$ cat src/rtl/serdes_rx_pkg.sv
// Shared receive-path definitions: symbol width, K28.5 encodings, aligner states.
// Latency: n/a (types, constants and pure combinational helpers only).
// Backpressure: n/a.
package serdes_rx_pkg;

    localparam int SYMBOL_WIDTH = 10;
    localparam int WINDOW_WIDTH = 2 * SYMBOL_WIDTH;

    // K28.5 in both running disparities, bit a in the MSB.
    localparam logic [SYMBOL_WIDTH-1:0] K28_5_RDN = 10'b0011111010;
    localparam logic [SYMBOL_WIDTH-1:0] K28_5_RDP = 10'b1100000101;

    typedef enum logic [1:0] {
        SEARCH  = 2'd0,
        CONFIRM = 2'd1,
        LOCKED  = 2'd2
    } align_state_t;

    function automatic logic is_comma(input logic [SYMBOL_WIDTH-1:0] sym);
        return (sym == K28_5_RDN) || (sym == K28_5_RDP);
    endfunction

    // Candidate symbol at offset k of the window: win[19-k -: 10].
    // Expressed as a right shift so the offset can be a run-time value; k is
    // always 0..9, so the shift amount stays within 1..10.
    function automatic logic [SYMBOL_WIDTH-1:0] window_slice(
        input logic [WINDOW_WIDTH-1:0] win,
        input logic [3:0]              k
    );
        return SYMBOL_WIDTH'(win >> (4'(SYMBOL_WIDTH) - k));
    endfunction

endpackage

$ cat src/rtl/comma_detector.sv
// Purpose: find K28.5 (either disparity) in a 20-bit sliding window; lowest offset wins.
// Latency: purely combinational. Backpressure: none.
// Ports: window (in, {prev_word, data_in}), found (out), offset (out, 0..9, valid with found).
module comma_detector
    import serdes_rx_pkg::*;
(
    input  logic [WINDOW_WIDTH-1:0] window,
    output logic                    found,
    output logic [3:0]              offset
);

    // Scan from the highest offset down so the lowest matching offset is the
    // last assignment and therefore the one that sticks.
    always_comb begin
        found  = 1'b0;
        offset = '0;
        for (int k = SYMBOL_WIDTH - 1; k >= 0; k--) begin
            if (is_comma(window_slice(window, 4'(k)))) begin
                found  = 1'b1;
                offset = 4'(k);
            end
        end
    end

endmodule

$ cat src/rtl/comma_aligner.sv
// Purpose: lock the 10b symbol boundary on repeated K28.5 at one offset, emit aligned symbols.
// Latency: 1 cycle data_in->data_out for offsets 1..9, 2 cycles at offset 0; lock 1 cycle after last comma.
// Backpressure: none, one symbol per clock; data_valid gates the downstream elastic buffer write.
// Ports: recovered_clock, recovered_reset (async, active-low), data_in[9:0] (data_in[9] earliest bit),
//        data_out[9:0] (bit a in MSB), data_valid, locked, comma_detected (pulse), bit_offset[3:0].
module comma_aligner
    import serdes_rx_pkg::*;
#(
    parameter int LOCK_COUNT   = 3,
    parameter int UNLOCK_COUNT = 4
) (
    input  logic                    recovered_clock,
    input  logic                    recovered_reset,
    input  logic [SYMBOL_WIDTH-1:0] data_in,
    output logic [SYMBOL_WIDTH-1:0] data_out,
    output logic                    data_valid,
    output logic                    locked,
    output logic                    comma_detected,
    output logic [3:0]              bit_offset
);

    localparam int CNT_MAX = (LOCK_COUNT > UNLOCK_COUNT) ? LOCK_COUNT : UNLOCK_COUNT;
    localparam int CNT_W   = $clog2(CNT_MAX + 1);

    localparam logic [CNT_W-1:0] LOCK_CNT_V   = CNT_W'(LOCK_COUNT);
    localparam logic [CNT_W-1:0] UNLOCK_CNT_V = CNT_W'(UNLOCK_COUNT);
    localparam logic [CNT_W-1:0] CNT_ONE      = CNT_W'(1);

    align_state_t              state;
    align_state_t              state_nxt;
    logic [SYMBOL_WIDTH-1:0]   prev_word;
    logic [CNT_W-1:0]          match_cnt;
    logic [CNT_W-1:0]          miss_cnt;

    logic [WINDOW_WIDTH-1:0]   window;
    logic                      found;
    logic [3:0]                found_off;
    logic                      on_offset;
    logic [CNT_W-1:0]          match_inc;
    logic [CNT_W-1:0]          miss_inc;
    logic [3:0]                sel_offset;
    logic [SYMBOL_WIDTH-1:0]   sel_sym;

    // Counters hold at all-ones rather than wrapping.
    function automatic logic [CNT_W-1:0] sat_inc(input logic [CNT_W-1:0] v);
        return (v == '1) ? v : v + CNT_ONE;
    endfunction

    assign window = {prev_word, data_in};

    comma_detector u_detector (
        .window (window),
        .found  (found),
        .offset (found_off)
    );

    assign on_offset = found && (found_off == bit_offset);
    assign match_inc = sat_inc(match_cnt);
    assign miss_inc  = sat_inc(miss_cnt);

    // Offset that will be in force after this edge. Outside LOCKED a comma
    // re-targets the offset immediately, so the symbol registered alongside
    // the (possibly lock-completing) comma is the comma itself.
    assign sel_offset = (found && (state != LOCKED)) ? found_off : bit_offset;
    assign sel_sym    = window_slice(window, sel_offset);

    always_comb begin
        state_nxt = state;
        if (found) begin
            case (state)
                SEARCH: begin
                    state_nxt = (LOCK_COUNT <= 1) ? LOCKED : CONFIRM;
                end
                CONFIRM: begin
                    if (on_offset && (match_inc >= LOCK_CNT_V)) begin
                        state_nxt = LOCKED;
                    end
                end
                LOCKED: begin
                    if (!on_offset && (miss_inc >= UNLOCK_CNT_V)) begin
                        state_nxt = SEARCH;
                    end
                end
                default: state_nxt = SEARCH;
            endcase
        end
    end

    always_ff @(posedge recovered_clock or negedge recovered_reset) begin
        if (!recovered_reset) begin
            state          <= SEARCH;
            prev_word      <= '0;
            match_cnt      <= '0;
            miss_cnt       <= '0;
            bit_offset     <= '0;
            data_out       <= '0;
            data_valid     <= 1'b0;
            locked         <= 1'b0;
            comma_detected <= 1'b0;
        end else begin
            prev_word  <= data_in;
            state      <= state_nxt;
            bit_offset <= sel_offset;
            data_out   <= sel_sym;

            // Status follows the post-edge state so it lines up with data_out.
            locked         <= (state_nxt == LOCKED);
            data_valid     <= (state_nxt == LOCKED);
            comma_detected <= (state_nxt == LOCKED) && is_comma(sel_sym);

            if (found) begin
                case (state)
                    SEARCH: begin
                        match_cnt <= CNT_ONE;
                        miss_cnt  <= '0;
                    end
                    CONFIRM: begin
                        // A comma elsewhere restarts the confirmation at the new offset.
                        match_cnt <= on_offset ? match_inc : CNT_ONE;
                    end
                    LOCKED: begin
                        if (on_offset) begin
                            miss_cnt <= '0;
                        end else if (miss_inc >= UNLOCK_CNT_V) begin
                            // Drop lock; bit_offset is deliberately left as is.
                            match_cnt <= '0;
                            miss_cnt  <= '0;
                        end else begin
                            miss_cnt <= miss_inc;
                        end
                    end
                    default: begin
                        match_cnt <= '0;
                        miss_cnt  <= '0;
                    end
                endcase
            end
        end
    end

endmodule

$ cat config.mk
export PLATFORM = sky130hd
export DESIGN_NAME = comma_aligner
export DESIGN_NICKNAME = d
export VERILOG_FILES = /design/src/rtl/serdes_rx_pkg.sv /design/src/rtl/comma_detector.sv /design/src/rtl/comma_aligner.sv
export SDC_FILE = /design/constraint.sdc
export NUM_CORES = 1
export LEC_CHECK = 0
export ABC_AREA = 1
export CAP_MARGIN = 20
export CORE_UTILIZATION = 57
export CTS_CLUSTER_SIZE = 25
export DETAILED_ROUTE_END_ITERATION = 12
export HOLD_SLACK_MARGIN = 0.05
export PLACE_DENSITY = 0.79
export SYNTH_ARGS = -nofsm -noshare
export SYNTH_HDL_FRONTEND = slang
export SYNTH_HIERARCHICAL = 1
export SYNTH_SLANG_ARGS = --single-unit
$ cat constraint.sdc
create_clock -name recovered_clock -period 4.1 [get_ports recovered_clock]
set_clock_uncertainty 0.05 [all_clocks]
set_input_delay 0.615 -clock recovered_clock [delete_from_list [all_inputs] [get_ports recovered_clock]]
set_output_delay 0.615 -clock recovered_clock [all_outputs]
set_load 0.05 [all_outputs]
* Yosys cells after proc, flatten, opt, wreduce, memory -nomap -nowiden
Cells that the tools add are included.
Word-level totals: register bits after elaboration 34, logic and storage cells 100
Cells by class: add/subtract/negate cells 3, order comparisons 2, equality and inequality tests 31, shifts and indexed selects 1, multiplexer cells 34, bitwise operators 1, reduce and logical (&&, ||, !) cells 20
Operator list (count):
- $eq A10 B10 Y1 const B | 11
- $eq A10 B8 Y1 const B | 11
- $mux W4 | 11
- $mux W3 | 7
- $shr A20 B4 Y10 | 1
- $logic_or A1 B1 Y1 | 11
- $mux W1 | 10
- $pmux W3 S3 | 1
- $add A3 B1 Y3 const B | 2
- $eq A3 B3 Y1 const B | 2
- $mux W2 | 3
- $ne A2 B2 Y1 const B | 3
- $pmux W2 S3 | 1
- $pmux W3 S2 | 1
- $logic_and A1 B1 Y1 | 5
- $eq A2 B2 Y1 const B | 2
- $eq A4 B4 Y1 | 1
- $sub A4 B4 Y4 const A | 1
- $ge A3 B2 Y1 const B | 1
- $ge A3 B3 Y1 const B | 1
- $reduce_and A3 Y1 | 1
- $eq A2 B1 Y1 const B | 1
- $logic_not A2 Y1 | 1
- $reduce_and A2 Y1 | 1
- other kinds (2) | 2

* Depth between registers and ports, before layout
Gate-level depths: netlist (run 1).
depth after elaboration 21, gate-level depth with buffers 28

* Modules after synthesis
Netlist (run 1), hierarchy kept.
By module, submodules not included:
- comma_aligner | times used 1, cells an instance 394, area each 2656.3 µm², seq. area each 850.8 µm²
- comma_detector | times used 1, cells an instance 158, area each 719.4 µm², seq. area each 0.0 µm²

* Worst setup path after synthesis (run 1)
No wires, ideal clock.
kind input to register, from input data_in[9], to register comma_detected, setup time 73 ps, arrival time 3035 ps, data required time 3977 ps, setup slack 942 ps, stages on the path 27, cell sequence buf_6 inv_2 nand2_1 nor2_1 nand3_1 nand2_1 inv_1 nand2_1 nor2_2 nand3_1 buf_4 nand2_8 nand2_4 nand2_8 buf_4 ha_1 inv_1 nand3_1 nand2_1 nand2_1 nand3_1 nand2_2 inv_1 nand2_1 nor2_1 nand3_1 a21oi_2
RTL lines:
- start, declared | RTL line comma_aligner.sv:14 | input logic [SYMBOL_WIDTH-1:0] data_in,
- $eq A10 B8 Y1 / $eq A10 B10 Y1 (equally long branches) | RTL line serdes_rx_pkg.sv:20 | return (sym == K28_5_RDN) || (sym == K28_5_RDP);
- $logic_or A1 B1 Y1 | RTL line serdes_rx_pkg.sv:20
- $mux W1 (8 in series) | RTL line comma_detector.sv:18 | if (is_comma(window_slice(window, 4'(k)))) begin
- $mux W1 (*) (2 in series) | RTL line comma_detector.sv:18
- net found | RTL line comma_aligner.sv:36 | logic found;
- $logic_and A1 B1 Y1 (*) | RTL line comma_aligner.sv:64 | assign sel_offset = (found && (state != LOCKED)) ? found_off : bit_offset;
- $mux W4 (*) | RTL line comma_aligner.sv:64
- net sel_offset[0] | RTL line comma_aligner.sv:41 | logic [3:0] sel_offset;
- $sub A4 B4 Y4 (*) | RTL line serdes_rx_pkg.sv:30 | return SYMBOL_WIDTH'(win >> (4'(SYMBOL_WIDTH) - k));
- $shr A20 B4 Y10 (*) | RTL line serdes_rx_pkg.sv:30
- net sel_sym[3] | RTL line comma_aligner.sv:42 | logic [SYMBOL_WIDTH-1:0] sel_sym;
- $eq A10 B8 Y1 / $eq A10 B10 Y1 (equally long branches) | RTL line serdes_rx_pkg.sv:20
- $logic_or A1 B1 Y1 (*) | RTL line serdes_rx_pkg.sv:20
- $logic_and A1 B1 Y1 (*) | RTL line comma_aligner.sv:109 | comma_detected <= (state_nxt == LOCKED) && is_comma(sel_sym);
- end signal, assigned | RTL line comma_aligner.sv:109
- end, declared | RTL line comma_aligner.sv:18 | output logic comma_detected,
Mark *: on every way through the listed nets, which the timed path passes. The rest lies on a longest branch. A chain may end at the register's enable or synchronous reset.

* Worst setup path in the final report (run 1)
from input data_in[7], to register comma_detected
RTL lines (RTL line):
- $eq A10 B8 Y1 / $eq A10 B10 Y1 (equally long branches) | serdes_rx_pkg.sv:20
- $logic_or A1 B1 Y1 | serdes_rx_pkg.sv:20
- $mux W1 (6 in series) | comma_detector.sv:18
- $mux W1 (*) (4 in series) | comma_detector.sv:18
- net found | comma_aligner.sv:36
- $logic_and A1 B1 Y1 (*) | comma_aligner.sv:64
- $mux W4 (*) | comma_aligner.sv:64
- $sub A4 B4 Y4 (*) | serdes_rx_pkg.sv:30
- $shr A20 B4 Y10 (*) | serdes_rx_pkg.sv:30
- net sel_sym[1] | comma_aligner.sv:42
- $eq A10 B8 Y1 / $eq A10 B10 Y1 (equally long branches) | serdes_rx_pkg.sv:20
- $logic_or A1 B1 Y1 (*) | serdes_rx_pkg.sv:20
- $logic_and A1 B1 Y1 (*) | comma_aligner.sv:109
Marked as above.

==> results.sh, run 1 <==
export IMPL_grt_setup_unrepaired="false"
export IMPL_clock_latency_ps=290
export IMPL_hpwl_um=6567
export IMPL_die_width_um=78.96
export IMPL_cts_tree="yes"
export IMPL_dpl_cell_area_mm2=0.003691
export IMPL_r2r_setup_slack_ps=710
export IMPL_vias=3630
export IMPL_critPathCaptureType="flip-flop"
export IMPL_arrival_ps=3850
export IMPL_worstPathMaxFanout=10
export IMPL_synth_area_mm2=0.003376
export IMPL_final_nets=596
export IMPL_cp_slowest_stage_delay_ps=640
export IMPL_layout_commonest_cell="nand2_1"
export IMPL_max_freq_mhz=271.6
export IMPL_slew_viol_final=0
export IMPL_finalCriticalPeriod_ps=3682
export IMPL_numCtsBuffers=5
export IMPL_fp_row_count=27
export IMPL_yosysWarnings=6
export IMPL_area_growth_pct=12.45
export IMPL_criticalPathCategory="in2reg"
export IMPL_diodes=0
export IMPL_hold_violations=0
export IMPL_crit_slowest_cell="clkdlybuf4s50_1"
export IMPL_drtPass1Iterations=7
export IMPL_startpoint_type="input port"
export IMPL_maxCapViolCount=0
export IMPL_drt_total_wl_um=8598
export IMPL_p_per_area_mw_per_mm2=391.4
export IMPL_clock_sinks=34
export IMPL_synthSimpleGateAreaFrac=0.5619
export IMPL_ys_ff_latch=34
export IMPL_drive_gt1_frac=0.1375
export IMPL_cp_required_ps=4270
export IMPL_clock_root_buffer="clkbuf_8"
export IMPL_clock_path_buffers=2
export IMPL_tightest_slew_ps=505.7
export IMPL_setup_viol=0
export IMPL_drtIter0Drc=304
export IMPL_ir_drop_mv=0.4092
export IMPL_syn_avg_cell_area_um2=6.115
export IMPL_synth_fa_ha_area_frac=0.01112
export IMPL_status="completed"
export IMPL_grt_total_usage=0.2992
export IMPL_timing_final_crit_share=0.8980
export IMPL_cp_cell_sequence="clkdlybuf4s50_1 -> inv_2 -> nor2_1 -> nand3_1 -> nor2_1 -> nor2_2 -> nand2_1 -> nor2_2 -> nand3_1 -> buf_4 -> nand2_8 -> nand2_2 -> nand2_1 -> ha_2 -> inv_1 -> nand3_1 -> nand2_1 -> nand2_1 -> nand3_1 -> nand2_1 -> nand3_1 -> nor2_1 -> nand2_1 -> a21oi_2"
export IMPL_final_cell_mix="nand2_1 (201), nand3_1 (85), nor2_1 (59)"
export IMPL_vias_per_cell=5.550
export IMPL_hold_path_class="reg2reg"
export IMPL_grt_pass1_vias=3336
export IMPL_grt_pass1_wl_um=14730
export IMPL_die_h_um=78.96
export IMPL_synth_compound_area_frac=0.05152
export IMPL_postCtsSetupBuffers=0
export IMPL_grt_ovfl_total=0
export IMPL_worstHoldPathCells=2
export IMPL_grt_max_degree=35
export IMPL_wire_per_inst_um=13.15
export IMPL_synth_seq_area_share=0.2520
export IMPL_yosysUniqueCellTypes=33
export IMPL_synth_cells=552
export IMPL_reg2reg_depth=21
export IMPL_place_congestion=0.9818
export IMPL_core_mm2=0.005608
export IMPL_antenna_found_initial=0
export IMPL_slew_headroom=0.6618
export IMPL_die_area_mm2=0.006234
export IMPL_initial_core_util=0.6020
export IMPL_cp_common_cell="nand2_1"
export IMPL_htree_levels=2
export IMPL_yosys_area_share_xor_xnor=0.002595
export IMPL_ant_nets=0
export IMPL_muxShareOfSynthArea=0
export IMPL_clk_pin_slew_ps=70
export IMPL_synth_top_family_by_area="simple AND/OR/NAND/NOR gates"
export IMPL_syn_nets=567
export IMPL_fin_tns_setup_ps=0
export IMPL_port_buffer_count=28
export IMPL_fillers=544
export IMPL_final_core_util=0.6769
export IMPL_leakage_nw=2.010
export IMPL_design_area_mm2=0.003796
export IMPL_ios=29
export IMPL_drc_errors=0
## synth_stat cells, drive strengths merged
master  instances  area share
nand2         232        0.31
nand3          89        0.14
nor2           65       0.077
inv            64       0.073
dfrtp          34        0.25
buf            17       0.048
o21ai          13       0.023
nand4           9       0.017
nand3b          7       0.017
a21oi           6       0.011
ha              3       0.011
nor3            3      0.0044
o22ai           3      0.0056
o31ai           2      0.0044
a22oi           1      0.0022
o211a           1      0.0030
o311ai          1      0.0026
or2             1      0.0019
xor2            1      0.0026
## metal layers
metal  GRT usage  share of wire
met4      0.1127          0.019
met2      0.4852           0.45
met1      0.3989           0.46
met3     0.04943          0.069
met5           0              0
## worst paths after layout
| check | from | endpoint |
|---|---|---|
| setup / recovery | data_in[7] | comma_detected |
| hold / removal | miss_cnt[2] | miss_cnt[2] |
| setup reg to reg | prev_word[0] | comma_detected |
| hold reg to reg | miss_cnt[2] | miss_cnt[2] |
| max in group asynchronous | recovered_reset | prev_word[1] |
| min in group asynchronous | recovered_reset | prev_word[5] |
## flip-flops by register name (all words and copies together) (netlist names)
| name | count |
|---|---|
| comma_detected | 1 |
| locked | 1 |
| match_cnt | 3 |
| prev_word | 10 |
| bit_offset | 4 |
| data_out | 10 |
| miss_cnt | 3 |
| state | 2 |
## kinds of logic after synthesis
| kind of cell | count (synthesis) |
|---|---|
| AO/OA/AOI/OAI | 27 |
| XOR/XNOR | 1 |
| adder cells (fa/ha/maj) | 3 |
| buffers and inverters | 81 |
| flip-flops | 34 |
| AND/OR/NAND/NOR | 406 |
## report_power, final
part | internal [mW] | switching [mW]
Combinational | 0.236 | 0.525
Clock | 0.136 | 0.127
Sequential | 0.412 | 0.0493
## per-stage QoR
| stage | worst slack [ps] | hold slack (ps) | power (mW) | std cells |
|---|---|---|---|---|
| floorplan | 942.0 | 269.4 | 1.024 | 552 |
| global placement | 62.03 | 436.7 | 1.208 | 646 |
| detailed placement | 25.31 | 449.1 | 1.224 | 646 |
| CTS | 315.7 | 459.7 | 1.484 | 654 |
| global route | 13.49 | 481.3 | 1.582 | 654 |
| finish | 418.2 | 454.2 | 1.486 | 654 |
## cell type report
| class | count | area, um^2 | area share |
|---|---|---|---|
| inverters | 64 | 245.2 | 0.06460 |
| clock inverters | 1 | 5.005 | 0.001318 |
| multi-input cells | 437 | 2125 | 0.5597 |
| clock buffers | 7 | 86.33 | 0.02274 |
| well taps | 72 | 90.09 | 0.02373 |
| repair buffers | 39 | 394.1 | 0.1038 |
| flip-flops and latches | 34 | 850.8 | 0.2241 |
## worst max-delay path, delay by kind of cell
family	cells	cell delay (ps)
AOI/OAI and AO/OA	1	120
and+or+nand+nor	18	1620
buffers and inverters	4	1060
adders and majority gates	1	440
## what timing repair did
item                                    4_1_cts  5_1_grt
endpoints found under the setup margin        0        1
hold buffers                                  0        0
gates resized for setup                       0        4
hold endpoints to repair                      0        0
No activity file was read; power rests on OpenSTA's default activity.
==> run 2: changes to the inputs <==
Settings changed: CORE_UTILIZATION 57 to 30, PLACE_DENSITY 0.79 to not set, SKIP_CTS_REPAIR_TIMING set to 1.
==> run 2 against run 1 <==
Net effect: global-route usage fell by 13 points; combinational power fell by 0.7%; cell count rose by 10%; hold slack got worse by 100 ps; largest power group unchanged; design area rose by 2.3%; flip-flop and latch count did not move; register-to-register slack got worse by 30 ps; core utilization fell by 32 points; critical path type unchanged; critical path depth rose by 2; via count fell by 1.4%; highest routed layer unchanged.
==> results.sh, run 2 (synthesis results as in run 1) <==
export IMPL_htree_levels=2
export IMPL_max_freq_mhz=267.4
export IMPL_finalCriticalPeriod_ps=3740
export IMPL_drc_errors=0
export IMPL_grt_ovfl_total=0
export IMPL_die_h_um=108.1
export IMPL_drtPass1Iterations=5
export IMPL_hpwl_um=7030
export IMPL_ios=29
export IMPL_crit_slowest_cell="clkdlybuf4s50_1"
export IMPL_final_cell_mix="nand2_1 (201), nand3_1 (85), nor2_1 (59)"
export IMPL_place_congestion=0.9150
export IMPL_setup_viol=0
export IMPL_layout_commonest_cell="nand2_1"
export IMPL_cpLargestDelayFamily="simple AND/OR/NAND/NOR gates"
export IMPL_cp_required_ps=4270
export IMPL_area_growth_pct=15.01
export IMPL_diodes=0
export IMPL_grt_max_degree=35
export IMPL_fillers=1163
export IMPL_ir_drop_mv=0.2972
export IMPL_numCtsBuffers=5
export IMPL_status="completed"
export IMPL_slew_viol_final=0
export IMPL_maxCapViolCount=0
export IMPL_clk_pin_slew_ps=70
export IMPL_p_per_area_mw_per_mm2=393.2
export IMPL_drive_gt1_frac=0.1357
export IMPL_core_mm2=0.01089
export IMPL_clock_path_buffers=2
export IMPL_tightest_slew_ps=775.7
export IMPL_port_buffer_count=28
export IMPL_total_power_mw=1.526
export IMPL_hold_path_class="in2async"
export IMPL_vias_per_cell=4.956
export IMPL_slew_headroom=0.4828
export IMPL_critPathCaptureType="flip-flop"
export IMPL_clock_root_buffer="clkbuf_8"
export IMPL_cp_depth=26
export IMPL_wire_per_inst_um=12.87
export IMPL_fin_tns_setup_ps=0
export IMPL_vias=3578
export IMPL_die_area_mm2=0.01168
export IMPL_worstPathMaxFanout=21
export IMPL_hold_violations=0
export IMPL_criticalPathCategory="in2reg"
export IMPL_grt_total_usage=0.1704
export IMPL_reg2reg_depth=26
export IMPL_drt_total_wl_um=9294
export IMPL_cp_slowest_stage_delay_ps=700
export IMPL_startpoint_type="input port"
export IMPL_whs_ps=353.9
export IMPL_cp_num_buf_inv=5
export IMPL_drtIter0Drc=260
export IMPL_clock_latency_ps=290
export IMPL_grt_pass1_wl_um=15970
export IMPL_reg_top3="data_out x10, prev_word x10, bit_offset x4"
export IMPL_antenna_found_initial=0
export IMPL_leakage_nw=2.006
export IMPL_grt_setup_unrepaired="false"
export IMPL_cp_common_cell="nand2_1"
export IMPL_fp_row_count=38
export IMPL_ant_nets=0
export IMPL_cts_tree="yes"
export IMPL_arrival_ps=3910
export IMPL_clock_sinks=34
export IMPL_grt_pass1_vias=3419
export IMPL_final_nets=596
export IMPL_timing_final_crit_share=0.9121
export IMPL_initial_core_util=0.3100
export IMPL_die_width_um=108.1
-- run 2: cell count changes in the layout (fill, tap and decap cells not counted), sizes merged --
cell | before | now
buf | 11 | 12
dlymetal6s2s | 1 | 0
bufinv | 0 | 1
clkinv | 1 | 0
-- run 2: worst reg2reg max path, delay by kind of cell (launching register included) --
family                 cells  cell delay (ps)
and+or+nand+nor           21             1890
DFF                        1              670
buffers and inverters      4              610
AOI/OAI and AO/OA          1              130
-- run 2: area by class of cell --
class                   count  area [um^2]  share of cell area
clock buffers               7        76.32             0.01966
clock inverters             1        30.03            0.007734
inverters                  64        245.2             0.06316
multi-input cells         437         2122              0.5466
flip-flops and latches     34        850.8              0.2191
well taps                 140        175.2             0.04512
repair buffers             39        382.9             0.09861
-- run 2: layer usage --
layer,share of wire,vias to the layer above,GRT usage
met5,0,-,0
met2,0.49,103,0.2944
met3,0.044,18,0.02110
li1,-,1801,-
met1,0.45,1656,0.2219
met4,0.016,0,0.04697
-- run 2: final timing paths --
| path | from | to | slack [ps] |
|---|---|---|---|
| max in group asynchronous | recovered_reset | data_out[7] | 3150 |
| setup reg to reg | prev_word[0] | comma_detected | 680 |
| hold reg to reg | miss_cnt[2] | miss_cnt[2] | 450 |
| setup / recovery | data_in[7] | comma_detected | 360 |
| hold / removal | recovered_reset | bit_offset[0] | 350 |
| min in group recovered_clock | miss_cnt[2] | miss_cnt[2] | 450 |
-- run 2: per-stage QoR --
stage	util	setup WS, ps	cells	instance area (um^2)
floorplan	-	942.0	552	3376
global placement	0.3464	55.46	714	3771
detailed placement	0.3464	26.81	714	3771
CTS	0.3561	314.7	722	3877
global route	0.3566	62.04	722	3882
finish	0.3566	360.5	722	3882
-- run 2: where the power goes --
| part | internal (mW) | switching (mW) |
|---|---|---|
| Clock | 0.182 | 0.125 |
| Combinational | 0.236 | 0.521 |
| Sequential | 0.412 | 0.0508 |
| Total | 0.830 | 0.696 |
